===== src/rtl/atr_seq_pkg.sv =====
// Shared definitions for the ATR sequencer: channel state encoding,
// settings-bus register offsets and control-register bit positions.
package atr_seq_pkg;

  typedef enum logic [1:0] {
    ST_OFF      = 2'd0,
    ST_ON_WAIT  = 2'd1,
    ST_ON       = 2'd2,
    ST_OFF_WAIT = 2'd3
  } chan_state_t;

  localparam int REG_TX   = 0;
  localparam int REG_RX   = 1;
  localparam int REG_CTRL = 2;

  localparam int CTRL_ENABLE      = 0;
  localparam int CTRL_HALF_DUPLEX = 1;
  localparam int CTRL_FORCE       = 2;
  localparam int CTRL_FORCE_RX    = 3;
  localparam int CTRL_FORCE_TX    = 4;
  localparam int CTRL_W           = 5;

endpackage


===== src/rtl/atr_delay_chan.sv =====
// One ATR channel: turn-on/turn-off delay FSM with a 16-bit down-counter.
// Delays are latched into the counter at the moment a wait begins.
module atr_delay_chan
  import atr_seq_pkg::*;
(
  input  logic        clk,
  input  logic        reset_n,
  input  logic        req,
  input  logic [15:0] on_dly,
  input  logic [15:0] off_dly,
  input  logic        hold,
  output logic        out,
  output chan_state_t state
);

  chan_state_t state_n;
  logic [15:0] cnt;
  logic [15:0] cnt_n;

  // NOTE: sequential state uses non-blocking assignments so every flop
  // samples the pre-edge values, independent of process ordering.
  always_ff @(posedge clk or negedge reset_n) begin
    if (!reset_n) begin
      state <= ST_OFF;
      cnt   <= '0;
    end else begin
      state <= state_n;
      cnt   <= cnt_n;
    end
  end

  // NOTE: every output of this block is given a default first; a path that
  // left one unassigned would infer a latch.
  always_comb begin
    state_n = state;
    cnt_n   = cnt;
    if (hold) begin
      state_n = ST_OFF;
    end else begin
      unique case (state)
        ST_OFF: begin
          if (req) begin
            if (on_dly == 16'd0) begin
              state_n = ST_ON;
            end else begin
              cnt_n   = on_dly - 16'd1;
              state_n = ST_ON_WAIT;
            end
          end
        end
        ST_ON_WAIT: begin
          if (!req)                state_n = ST_OFF;
          else if (cnt == 16'd0)   state_n = ST_ON;
          else                     cnt_n   = cnt - 16'd1;
        end
        ST_ON: begin
          if (!req) begin
            if (off_dly == 16'd0) begin
              state_n = ST_OFF;
            end else begin
              cnt_n   = off_dly - 16'd1;
              state_n = ST_OFF_WAIT;
            end
          end
        end
        ST_OFF_WAIT: begin
          // Re-arming goes straight back to ON, so the output never dips.
          if (req)                 state_n = ST_ON;
          else if (cnt == 16'd0)   state_n = ST_OFF;
          else                     cnt_n   = cnt - 16'd1;
        end
        default: state_n = ST_OFF;
      endcase
    end
  end

  assign out = (state == ST_ON) || (state == ST_OFF_WAIT);

endmodule


===== src/rtl/atr_sequencer.sv =====
// ATR sequencer top: settings-bus registers, half-duplex gating of the RX
// request, force override and status packing around two delay channels.
module atr_sequencer
  import atr_seq_pkg::*;
#(
  parameter int BASE = 0
) (
  input  logic        clk,
  input  logic        reset_n,
  input  logic        set_stb,
  input  logic [7:0]  set_addr,
  input  logic [31:0] set_data,
  input  logic        tx_req,
  input  logic        rx_req,
  output logic        atr_tx,
  output logic        atr_rx,
  output logic [31:0] status
);

  localparam logic [7:0] ADDR_TX   = 8'(BASE + REG_TX);
  localparam logic [7:0] ADDR_RX   = 8'(BASE + REG_RX);
  localparam logic [7:0] ADDR_CTRL = 8'(BASE + REG_CTRL);

  logic [15:0]       tx_on_dly, tx_off_dly, rx_on_dly, rx_off_dly;
  logic [CTRL_W-1:0] ctrl;

  always_ff @(posedge clk or negedge reset_n) begin
    if (!reset_n) begin
      tx_on_dly  <= '0;
      tx_off_dly <= '0;
      rx_on_dly  <= '0;
      rx_off_dly <= '0;
      ctrl       <= '0;
    end else if (set_stb) begin
      if (set_addr == ADDR_TX) begin
        tx_on_dly  <= set_data[15:0];
        tx_off_dly <= set_data[31:16];
      end
      if (set_addr == ADDR_RX) begin
        rx_on_dly  <= set_data[15:0];
        rx_off_dly <= set_data[31:16];
      end
      if (set_addr == ADDR_CTRL) ctrl <= set_data[CTRL_W-1:0];
    end
  end

  logic        enable, half_duplex, force_en;
  logic        hold, rx_req_eff;
  logic        tx_out, rx_out;
  chan_state_t tx_state, rx_state;

  assign enable      = ctrl[CTRL_ENABLE];
  assign half_duplex = ctrl[CTRL_HALF_DUPLEX];
  assign force_en    = ctrl[CTRL_FORCE];
  assign hold        = force_en | ~enable;

  // RX is locked out until TX has fully returned to OFF, not just dropped req.
  assign rx_req_eff = rx_req & ~(half_duplex & (tx_req | (tx_state != ST_OFF)));

  atr_delay_chan u_tx (
    .clk     (clk),
    .reset_n (reset_n),
    .req     (tx_req),
    .on_dly  (tx_on_dly),
    .off_dly (tx_off_dly),
    .hold    (hold),
    .out     (tx_out),
    .state   (tx_state)
  );

  atr_delay_chan u_rx (
    .clk     (clk),
    .reset_n (reset_n),
    .req     (rx_req_eff),
    .on_dly  (rx_on_dly),
    .off_dly (rx_off_dly),
    .hold    (hold),
    .out     (rx_out),
    .state   (rx_state)
  );

  // Driven only from flops, so no input reaches the ATR bank combinationally.
  assign atr_tx = force_en ? ctrl[CTRL_FORCE_TX] : (enable & tx_out);
  assign atr_rx = force_en ? ctrl[CTRL_FORCE_RX] : (enable & rx_out);

  assign status = {26'd0, atr_rx, atr_tx, rx_state, tx_state};

endmodule


===== config.mk =====
export PLATFORM = sky130hd
export DESIGN_NAME = atr_sequencer
export DESIGN_NICKNAME = d
export VERILOG_FILES = /design/src/rtl/atr_seq_pkg.sv /design/src/rtl/atr_delay_chan.sv /design/src/rtl/atr_sequencer.sv
export SDC_FILE = /design/constraint.sdc
export NUM_CORES = 1
export LEC_CHECK = 0
export BUFFER_PORTS_ARGS = -buffer_cell sky130_fd_sc_hd__buf_2
export CORE_ASPECT_RATIO = 1.25
export CORE_UTILIZATION = 45
export CTS_CLUSTER_SIZE = 30
export DETAILED_ROUTE_END_ITERATION = 7
export PLACE_DENSITY = 0.67
export SETUP_SLACK_MARGIN = 0.15
export SYNTH_ARGS = -nofsm -noshare
export SYNTH_HDL_FRONTEND = slang
export SYNTH_SLANG_ARGS = --single-unit

===== constraint.sdc =====
create_clock -name clk -period 2.8 [get_ports clk]
set_input_delay 0.14 -clock clk [delete_from_list [all_inputs] [get_ports clk]]
set_output_delay 0.14 -clock clk [all_outputs]
set_load 0.02 [all_outputs]

==> metrics.cfg, run 1 <==
[run_status]
outcome = finished, final reports clean

[routing]
viasPerCell = 5.53
dr_total_vias = 4229
antenna_left = 0
routed_wl_um = 13800
drt_pass1_iterations = 4
avgRoutedWirePerCell_um = 18.1
route.detailed.drc = 0
drtIter0Drc = 186

[final_layout]
final_core_util_pct = 52.6
n_antenna_cell = 0
final_common_cell = dfrtp_1
final_layout_size_suffix_gt1_share_pct = 38.6
nFillCells = 1168
mostFrequentLayoutCells = dfrtp_1, mux2_2, buf_2, nor2_1
nets = 636
area_growth_pct = 14.0

[sta]
slew_viol_final = 0
rsz0062_at_grt = yes
finalSetupViolCount = 0
hold_viol = 0
timing.fmax_mhz = 381
max_slew_margin_pct = 47.5
fin_crit_sh_pct = 93.8
clock_skew_ns = 0.0121
min_period_ns = 2.63
worstMarginPinSlew_ns = 0.787
finalWorstSetupSlack_ns = 0.174
setup_tns_ns = 0

[global_routing]
grt_usage_pct = 20.2
antenna_found_initial = 0
grt_start_max_net_pins = 61
grt_pass1_wl_um = 22300
gr-total-overflow = 0
grt_pass1_vias = 4397

[floorplan]
fp.dieW_um = 106
start_util_pct = 46.2
core_area_um2 = 13300
ioPinCount = 79
rows = 47
die_area_um2 = 14100
die_h_um = 133

[worst_hold_path]
min_path_type = primary input to register

[power]
p_leak_nw = 3.18
p_clk_share_pct = 33.8
vdd_ir_drop_max_uv = 307
p_switching_mw = 1.16
p_sw_share_pct = 29.0
power_frac_comb_pct = 23.1
p_per_area_nw_per_um2 = 572
internal_power_mw = 2.84
seq_power_share_pct = 43.2

[logic_synthesis]
synth_compound_area_share_pct = 6.53
ys_seq_elements = 105
synthSimpleGateAreaFrac_pct = 13.4
yosysWarnings = 0
synthMuxAreaShare_pct = 26.6
synth_area_per_cell_um2 = 11.7
netlist_area_um2 = 6130
synth_fa_ha_area_share_pct = 0.408
synth-edff-count = 0
synth-xor-area-share_pct = 3.71
seq_area_frac_synth_pct = 42.8
synth_top_family_by_area = multiplexers
synth_top_flop_cell = dfrtp_1
synthDistinctLibCells = 53
async_flop_share_pct = 100
postSynthCellCount = 526

[critical_path]
path_depth = 10
cp_top_family = simple AND/OR/NAND/NOR gates
cp-endpoint = u_tx.cnt[14]
reg2regPathDepth = 10
crit_path_top_delay_cell = dfrtp_2
startpoint = u_tx.state[1]
r2r_slack_ns = 0.17
crit_fanout = 5
worstPathArrival_ns = 2.89
worstReg2RegStart = u_tx.state[1]
end_kind = register
r2r-end = u_tx.cnt[14]
crit_chain = mux2_4 > mux2i_4 > ha_2 > or4bb_1 > o41a_1 > nand3b_1 > nor4_4 > xnor2_1 > o22ai_1 > a21oi_1
worstPathRequired_ns = 3.07
critical_path_class = register to register
max_stage_delay_ns = 0.45
setup.worst_path.start_class = register
critical_path_buf_inv_count = 0

[place]
gp_congestion = 0.896
dp_hpwl_um = 10400
io_buffers = 52
place_ws_ns = 0.0747

[clock_tree]
cts_made_buffers = 9
path_clk_slew_ns = 0.08
clock_sinks = 105
cts_tree = yes
clk_latency_ns = 0.35
clk_path_buf_depth = 2
clock-root-buffer = clkbuf_16
htreeDepth = 3

[flow_run]
max_cap_violations = 0

[cells by family (layout without fill, tap and decap cells)]
| family | after synthesis | after routing |
|---|---|---|
| simple gates | 138 | 138 |
| mux | 131 | 131 |
| flops | 105 | 105 |
| compound gates | 64 | 64 |
| buf+inv | 59 | 102 |
| xor+xnor | 26 | 26 |
| fa+ha+maj | 2 | 2 |
| other cells | 1 | 26 |
[worst reg2reg max path, stage by stage (launching register included)]
cell and delay (ns):
dfrtp_2 0.45, mux2_4 0.33, mux2i_4 0.17, ha_2 0.20
or4bb_1 0.40, o41a_1 0.14, nand3b_1 0.24, nor4_4 0.23
xnor2_1 0.16, o22ai_1 0.09, a21oi_1 0.14
[power groups by stage]
stage | Sequential, mW | Combinational (mW) | Clock, mW
global placement | 1.75 | 0.839 | 0
finish | 1.73 | 0.922 | 1.35
floorplan | 1.72 | 0.673 | 0
detailed placement | 1.75 | 0.855 | 0
CTS | 1.72 | 0.875 | 1.38
global route | 1.74 | 1.00 | 1.44
[through the flow]
| stage | power, mW | hold WS, ns | instance area, µm² | std cells |
|---|---|---|---|---|
| 6_report | 4.00 | 0.0421 | 6990 | 765 |
| 5_1_grt | 4.18 | 0.0384 | 6990 | 765 |
| 4_1_cts | 3.98 | 0.0367 | 6880 | 760 |
| 3_5_place_dp | 2.61 | 0.277 | 6510 | 739 |
| 3_3_place_gp | 2.59 | 0.269 | 6510 | 739 |
| 2_1_floorplan | 2.39 | -0.156 | 6250 | 551 |
[synthesized netlist by cell type, types with 3 or more instances]
cell type | count | area [µm²]
nor4_4 | 3 | 63.8
nor2b_1 | 6 | 37.5
mux2i_1 | 17 | 170
mux2i_4 | 11 | 248
or4_1 | 4 | 30.0
nor2_1 | 40 | 150
o31ai_1 | 3 | 22.5
xnor2_1 | 19 | 166
nand3_1 | 14 | 70.1
dfrtp_1 | 105 | 2630
nand4_1 | 3 | 18.8
o22ai_1 | 4 | 25.0
nand2b_1 | 3 | 18.8
nor3_1 | 4 | 20.0
buf_4 | 29 | 218
mux2_1 | 8 | 90.1
nor3b_1 | 4 | 30.0
buf_2 | 14 | 70.1
mux2_2 | 79 | 890
nor4_1 | 20 | 125
clkbuf_1 | 3 | 11.3
mux2i_2 | 4 | 55.1
nor4_2 | 3 | 37.5
a21oi_1 | 26 | 130
mux2_4 | 12 | 180
o21ai_0 | 10 | 50.1
nand2_1 | 21 | 78.8
o21ai_1 | 7 | 35.0
buf_6 | 6 | 67.6
inv_1 | 7 | 26.3
xor2_1 | 7 | 61.3
a31oi_1 | 4 | 25.0
[repair_timing]
| action | CTS | global route |
|---|---|---|
| endpoints found under the hold margin | 57 | 0 |
| buffers inserted | 4 | 5 |
| pin swaps | 3 | 10 |
| hold buffers | 1 | 0 |
| setup endpoints to repair | 5 | 20 |
| gates resized for setup | 1 | 16 |
[state kept, by name, indices dropped and copies added, names as in the netlist]
name        cells
ctrl            5
rx_off_dly     16
rx_on_dly      16
tx_off_dly     16
tx_on_dly      16
u_rx.cnt       16
u_rx.state      2
u_tx.cnt       16
u_tx.state      2
[layer usage]
layer	wire, µm	track usage (%)
met1	5740	24.8
met3	446	2.36
met4	353	8.37
met2	7280	35.8
met5	0	0
[final cells by class]
class	instances	area (µm²)	share of cell area, %
Sequential cell	105	2630	37.7
Multi-Input combinational cell	387	3300	47.2
Clock buffer	10	229	3.27
Inverter	7	28.8	0.412
Tap cell	171	214	3.06
Clock inverter	6	90.1	1.29
Timing Repair Buffer	79	499	7.14
[worst min path at each step]
stage	slack, ns	from	cells past startpoint	endpoint
6_report	0.04	set_data[23]	2	rx_off_dly[7]
5_1_grt	0.04	set_data[23]	2	rx_off_dly[7]
4_1_cts	0.04	set_data[23]	2	rx_off_dly[7]
3_5_place_dp	0.28	reset_n	1	rx_off_dly[1]
3_3_place_gp	0.27	reset_n	1	u_rx.cnt[3]
2_1_floorplan	-0.16	reset_n	0	ctrl[0]
Power figures use the tool's default switching activity.
==> inputs of run 2 (changes only) <==
==> constraint.sdc (replaced) <==
create_clock -name clk -period 2.8 [get_ports clk]
set_input_delay 0.42 -clock clk [delete_from_list [all_inputs] [get_ports clk]]
set_output_delay 0.42 -clock clk [all_outputs]
set_load 0.02 [all_outputs]
==> run 2 against run 1 <==
Effect of this change:
- first-iteration DRC count rose by 5.9%
- largest cell class unchanged
- critical endpoint is now u_tx.cnt[12]
- routed wire length is 0.20% lower
- cell count rose by 0.39%
- critical path type unchanged
- sequential share of layout area up 0.20 points
- flip-flop and latch count unchanged
- clock skew is 0.0018 ns lower
- clock-buffer cell count grew 2
- non-clock buffer count is 3 higher
- worst hold slack better by 0.043 ns
==> metrics.cfg, run 2 (same netlist as run 1, synthesis figures left out) <==
[global_routing]
grt_pass1_vias = 4290  ; was 4397
antenna_found_initial = 0  ; unchanged
grt_usage_pct = 20.6  ; was 20.2%
gr-total-overflow = 0  ; unchanged
grt_pass1_wl_um = 22300  ; about the same
grt_start_max_net_pins = 58  ; was 61

[floorplan]
start_util_pct = 46.2  ; unchanged
ioPinCount = 79  ; unchanged
die_area_um2 = 14100  ; unchanged
die_h_um = 133  ; unchanged
rows = 47  ; unchanged
fp.dieW_um = 106  ; unchanged
core_area_um2 = 13300  ; unchanged

[power]
p_clk_share_pct = 33.0  ; was 33.8%
p_per_area_nw_per_um2 = 564  ; was 572 nW/µm²
p_switching_mw = 1.16  ; about the same
seq_power_share_pct = 44.0  ; was 43.2%
power_frac_comb_pct = 23.0  ; was 23.1%
internal_power_mw = 2.76  ; was 2.84 mW
p_sw_share_pct = 29.7  ; was 29.0%
p_leak_nw = 3.16  ; was 3.18 nW
vdd_ir_drop_max_uv = 271  ; was 307 µV

[routing]
routed_wl_um = 13800  ; about the same
drtIter0Drc = 197  ; was 186
avgRoutedWirePerCell_um = 18.0  ; was 18.1 µm
dr_total_vias = 4197  ; was 4229
route.detailed.drc = 0  ; unchanged
drt_pass1_iterations = 4  ; unchanged
viasPerCell = 5.46  ; was 5.53
antenna_left = 0  ; unchanged

[final_layout]
n_antenna_cell = 0  ; unchanged
final_common_cell = dfrtp_1  ; unchanged
nets = 639  ; was 636
final_layout_size_suffix_gt1_share_pct = 38.4  ; was 38.6%
area_growth_pct = 13.4  ; was 14.0%
mostFrequentLayoutCells = dfrtp_1, mux2_2, buf_2, nor2_1, buf_4  ; was dfrtp_1, mux2_2, buf_2, nor2_1
final_cells = 768  ; was 765
final_area_um2 = 6960  ; was 6990 µm²

[sta]
min_period_ns = 2.63  ; about the same
max_slew_margin_pct = 54.9  ; was 47.5%
finalSetupViolCount = 0  ; unchanged
worstMarginPinSlew_ns = 0.674  ; was 0.787 ns
slew_viol_final = 0  ; unchanged
hold_viol = 0  ; unchanged
rsz0062_at_grt = yes  ; unchanged
fin_crit_sh_pct = 93.9  ; was 93.8%
setup_tns_ns = 0  ; unchanged
clock_skew_ns = 0.0103  ; was 0.0121 ns
timing.fmax_mhz = 380  ; was 381 MHz

[place]
dp_hpwl_um = 10200  ; was 10400 µm
io_buffers = 52  ; unchanged
post-place-cells = 738  ; was 739
place_area_um2 = 6520  ; was 6510 µm²
gp_congestion = 0.852  ; was 0.896

[worst_hold_path]
min_path_type = primary input to async pin  ; was primary input to register

[critical_path]
end_kind = register  ; unchanged
crit_fanout = 5  ; unchanged
worstPathRequired_ns = 3.08  ; was 3.07 ns
critical_path_class = register to register  ; unchanged
r2r_slack_ns = 0.17  ; about the same
worstPathArrival_ns = 2.91  ; was 2.89 ns
setup.worst_path.start_class = register  ; unchanged

[flow_run]
max_cap_violations = 0  ; unchanged

[clock_tree]
cts_made_buffers = 9  ; unchanged
htreeDepth = 3  ; unchanged
clock_sinks = 105  ; unchanged
cts_hold_buffers = 0  ; was 1
clock-root-buffer = clkbuf_16  ; unchanged
clk_latency_ns = 0.36  ; was 0.35 ns
cts_tree = yes  ; unchanged
clk_path_buf_depth = 2  ; unchanged
path_clk_slew_ns = 0.07  ; was 0.08 ns

[run_status]
outcome = finished, final reports clean  ; unchanged

==> run 2: cell types whose count changed in the layout (fill, tap and decap cells not counted), sizes merged <==
cell	previous run	this run
dlygate4sd3	1	0
buf	78	82
clkinv	2	0
bufinv	2	1
clkinvlp	1	3
clkbuf	10	12
inv	8	7
==> run 2: layout make-up <==
| type | instances | area [µm²] |
|---|---|---|
| clock inverters | 4 | 52.6 |
| flip-flops and latches | 105 | 2630 |
| clock buffers | 12 | 246 |
| repair buffers | 82 | 508 |
| fillers | 1180 | 6330 |
| multi-input cells | 387 | 3280 |
| well taps | 171 | 214 |
| inverters | 7 | 26.3 |
==> run 2: what timing repair did <==
action	4_1_cts	5_1_grt
pin swaps	5	3
buffers inserted	6	8
resized for setup	3	6
hold endpoints to repair	0	0
setup endpoints to repair	6	24
gates cloned	0	0
==> run 2: final timing paths <==
path	from	end	cells after the start
setup / recovery	u_tx.state[1]	u_tx.cnt[12]	11
hold / removal	reset_n	rx_off_dly[1]	1
setup reg to reg	u_tx.state[1]	u_tx.cnt[12]	11
hold reg to reg	ctrl[3]	ctrl[3]	1
max in group asynchronous	reset_n	u_tx.state[0]	2
min in group clk	set_data[15]	rx_on_dly[15]	2
==> run 2: routing by layer <==
metal  wire (µm)  GRT usage, %
met5           0             0
met4         422          10.2
met2        7050          35.6
met3         356          3.05
met1        5960          25.1
==> run 2: critical path, stage by stage, from the launching register on <==
cell and delay, ns:
dfrtp_2 0.45, mux2_4 0.33, mux2i_4 0.16, ha_2 0.21
or4bb_1 0.40, o41a_1 0.14, nand3b_1 0.24, buf_4 0.20
inv_2 0.06, nand3_1 0.08, xnor2_1 0.13, a21oi_1 0.15
==> run 2: through the flow <==
stage | hold WS, ns | setup WS (ns) | total power [mW] | utilization, %
floorplan | 0.124 | 0.0726 | 2.39 | -
global placement | 0.487 | 0.151 | 2.59 | 49.0
detailed placement | 0.495 | 0.0423 | 2.61 | 49.0
CTS | 0.118 | 0.155 | 3.93 | 51.7
global route | 0.138 | 0.0326 | 4.10 | 52.3
finish | 0.0853 | 0.170 | 3.92 | 52.3
==> run 2: power groups by stage <==
stage,Combinational (mW),Clock [mW],Sequential (mW)
finish,0.902,1.29,1.72
global route,0.989,1.37,1.74
CTS,0.885,1.32,1.72
detailed placement,0.861,0,1.75
global placement,0.842,0,1.75
floorplan,0.673,0,1.72
==> inputs of run 3 (changes only) <==
- SYNTH_HIERARCHICAL: default -> 1
==> run 3 against run 2 <==
Effect of this change:
- combinational power down 8.4%
- critical path depth down 4
- via count up 0.76%
- highest routed layer unchanged
- cell count down 0.65%
- sequential power about the same
- die area up 0.94%
==> metrics.cfg, run 3 <==
[final_layout]
final_layout_size_suffix_gt1_share_pct = 36.1  ; was 38.4%
final_cells = 763  ; was 768
area_growth_pct = 11.3  ; was 13.4%
nets = 634  ; was 639
multi_input_area_um2 = 3260  ; was 3280 µm²
seqCellArea_um2 = 2630  ; about the same
n_antenna_cell = 0  ; unchanged
final_common_cell = dfrtp_1  ; unchanged
mostFrequentLayoutCells = dfrtp_1, mux2_2, buf_2, mux2_4, nor2_1  ; was dfrtp_1, mux2_2, buf_2, nor2_1, buf_4
nFillCells = 1176  ; was 1180

[power]
vdd_ir_drop_max_uv = 509  ; was 271 µV
p_leak_nw = 3.39  ; was 3.16 nW
p_per_area_nw_per_um2 = 579  ; was 564 nW/µm²

[clock_tree]
cts_made_buffers = 9  ; unchanged
clk_path_buf_depth = 2  ; unchanged
cts_tree = yes  ; unchanged
clock-root-buffer = clkbuf_16  ; unchanged
cts_hold_buffers = 0  ; unchanged
clock_sinks = 105  ; unchanged
clk_latency_ns = 0.36  ; about the same
path_clk_slew_ns = 0.07  ; about the same
htreeDepth = 3  ; unchanged

[logic_synthesis]
async_flop_share_pct = 100  ; unchanged
synth_top_flop_cell = dfrtp_1  ; unchanged
synth_area_per_cell_um2 = 11.5  ; was 11.7 µm²
yosysWarnings = 6  ; was 0
seq_area_frac_synth_pct = 42.4  ; was 42.8%
ys_seq_elements = 105  ; unchanged
yosys.area.top_type = dfrtp_1  ; unchanged
yosysMostFrequentCell = dfrtp_1  ; unchanged
netlist_area_um2 = 6190  ; was 6130 µm²
postSynthCellCount = 537  ; was 526
synth.top_cells.by_count = dfrtp_1, mux2_2, mux2_4  ; was dfrtp_1, mux2_2, nor2_1
netlist.area_leader.share_pct = 42.4  ; was 42.8%
synthDistinctLibCells = 67  ; was 53
synth_area_leaders = dfrtp_1, mux2_4, mux2_2, mux2i_1, buf_4  ; was dfrtp_1, mux2_2, mux2i_4, buf_4, mux2_4
synth-edff-count = 0  ; unchanged

[worst_hold_path]
min_path_type = primary input to async pin  ; unchanged

[critical_path]
critical_path_class = register to register  ; unchanged
crit_chain = mux2_2 > mux2i_2 > ha_2 > o21ai_1 > or4_4 > a311oi_1 > o21ai_1  ; was mux2_4 > mux2i_4 > ha_2 > or4bb_1 > o41a_1 > nand3b_1 > buf_4 > inv_2 > nand3_1 > xnor2_1 > a21oi_1
path_depth = 7  ; was 11
critical_path_buf_inv_count = 0  ; was 2
timing.critical_path.mode_cell = o21ai_1
cp_top_family = multiplexers  ; was simple AND/OR/NAND/NOR gates
reg2regPathDepth = 7  ; was 11
worstReg2RegStart = u_tx/state[1]  ; was u_tx.state[1]
cp-endpoint = u_tx/cnt[12]  ; was u_tx.cnt[12]
end_kind = register  ; unchanged
worstPathArrival_ns = 2.79  ; was 2.91 ns
setup.worst_path.start_class = register  ; unchanged
r2r_slack_ns = 0.24  ; was 0.17 ns
r2r-end = u_tx/cnt[12]  ; was u_tx.cnt[12]
worstPathRequired_ns = 3.03  ; was 3.08 ns
max_stage_delay_ns = 0.57  ; was 0.45 ns
crit_path_top_delay_cell = or4_4  ; was dfrtp_2
startpoint = u_tx/state[1]  ; was u_tx.state[1]
crit_fanout = 9  ; was 5

[routing]
route.detailed.drc = 0  ; unchanged
avgRoutedWirePerCell_um = 18.4  ; was 18.0 µm
antenna_left = 0  ; unchanged
routed_wl_um = 14000  ; was 13800 µm
drt_pass1_iterations = 5  ; was 4
drtIter0Drc = 200  ; was 197
viasPerCell = 5.54  ; was 5.46
dr_total_vias = 4229  ; was 4197

[sta]
setup_tns_ns = 0  ; unchanged
rsz0062_at_grt = no  ; was yes
clock_skew_ns = 0.00805  ; was 0.0103 ns
hold_slack_ns = 0.0702  ; was 0.0853 ns
max_slew_margin_pct = 51.9  ; was 54.9%
finalSetupViolCount = 0  ; unchanged
min_period_ns = 2.56  ; was 2.63 ns
timing.fmax_mhz = 390  ; was 380 MHz
worstMarginPinSlew_ns = 0.719  ; was 0.674 ns
fin_crit_sh_pct = 91.5  ; was 93.9%
slew_viol_final = 0  ; unchanged
hold_viol = 0  ; unchanged

[place]
dp_hpwl_um = 10700  ; was 10200 µm
gp_congestion = 0.900  ; was 0.852
io_buffers = 52  ; unchanged
post-place-cells = 745  ; was 738

[floorplan]
rows = 47  ; unchanged
fp.dieW_um = 107  ; was 106 µm
ioPinCount = 79  ; unchanged
die_h_um = 133  ; about the same
core_area_um2 = 13300  ; about the same
start_util_pct = 46.4  ; was 46.2%
die_area_um2 = 14200  ; was 14100 µm²

[global_routing]
grt_start_max_net_pins = 49  ; was 58
grt_pass1_vias = 4415  ; was 4290
grt_usage_pct = 21.0  ; was 20.6%
grt_pass1_wl_um = 23000  ; was 22300 µm
antenna_found_initial = 0  ; unchanged
gr-total-overflow = 0  ; unchanged

[run_status]
outcome = finished, final reports clean  ; unchanged

[flow_run]
max_cap_violations = 0  ; unchanged

-- run 3: cell count changes after synthesis, moves of 6 or more --
cell	change
mux2_4	+28
nand2_1	-7
mux2_2	-27
mux2i_1	+6
nand3_1	-6
mux2i_4	-10
o21ai_0	+8
-- run 3: timing repair --
action / 4_1_cts / 5_1_grt
gates resized for setup: 3 / 9
pin swaps: 0 / 2
setup endpoints to repair: 3 / 13
setup buffers: 0 / 2
-- run 3: final cells by class --
| type | instances | area share, % |
|---|---|---|
| multi-input cells | 391 | 47.2 |
| flip-flops and latches | 105 | 38.2 |
| well taps | 171 | 3.11 |
| repair buffers | 69 | 5.77 |
| clock buffers | 10 | 3.47 |
| inverters | 11 | 0.599 |
| clock inverters | 6 | 1.65 |
-- run 3: worst min path at each step --
stage | start | to | slack (ns) | cells after the start
3_5_place_dp | reset_n | u_rx/cnt[8] | 0.47 | 1
5_1_grt | reset_n | u_rx/cnt[12] | 0.12 | 1
3_3_place_gp | reset_n | u_rx/cnt[10] | 0.46 | 1
6_report | reset_n | u_rx/cnt[12] | 0.07 | 1
4_1_cts | reset_n | u_rx/cnt[12] | 0.09 | 1
2_1_floorplan | reset_n | ctrl[0] | 0.12 | 0
-- run 3: kinds of logic (layout without fill, tap and decap cells) --
group           Yosys count  count (layout)  share of synthesized area (%)
compound gates           71              71                           7.05
xor+xnor                 24              24                           3.39
fa+ha+maj                 2               2                          0.404
buf+inv                  66              96                           7.23
flops                   105             105                           42.4
mux                     128             128                           25.7
other cells               1              26                         0.0605
simple gates            140             140                           13.8
-- run 3: routing by layer --
layer / GRT usage (%) / wire [µm] / vias up
li1: - / - / 1977
met2: 37.9 / 7610 / 81
met5: 0 / 0 / -
met1: 24.3 / 5630 / 2140
met4: 8.83 / 425 / 0
met3: 3.62 / 367 / 31
-- run 3: stage by stage --
step / util [%] / setup slack (ns) / cell area [µm²] / total power [mW]
global route: 51.6 / 0.105 / 6890 / 4.17
global placement: 48.5 / 0.228 / 6470 / 2.49
floorplan: - / 0.166 / 6290 / 2.32
detailed placement: 48.5 / 0.0957 / 6470 / 2.51
finish: 51.6 / 0.237 / 6890 / 3.99
CTS: 51.2 / 0.186 / 6840 / 4.01
-- run 3: worst register-to-register path, stage by stage (launching register included) --
cell	delay, ns
dfrtp_2	0.45
mux2_2	0.38
mux2i_2	0.23
ha_2	0.28
o21ai_1	0.15
or4_4	0.57
a311oi_1	0.29
o21ai_1	0.10
-- run 3: report_power, final --
group	leakage, nW	internal (mW)	switching, mW	total [mW]
clock	0.165	0.901	0.576	1.48
sequential	1.38	1.60	0.0897	1.69
combinational	1.85	0.378	0.448	0.826
total	3.39	2.88	1.11	3.99
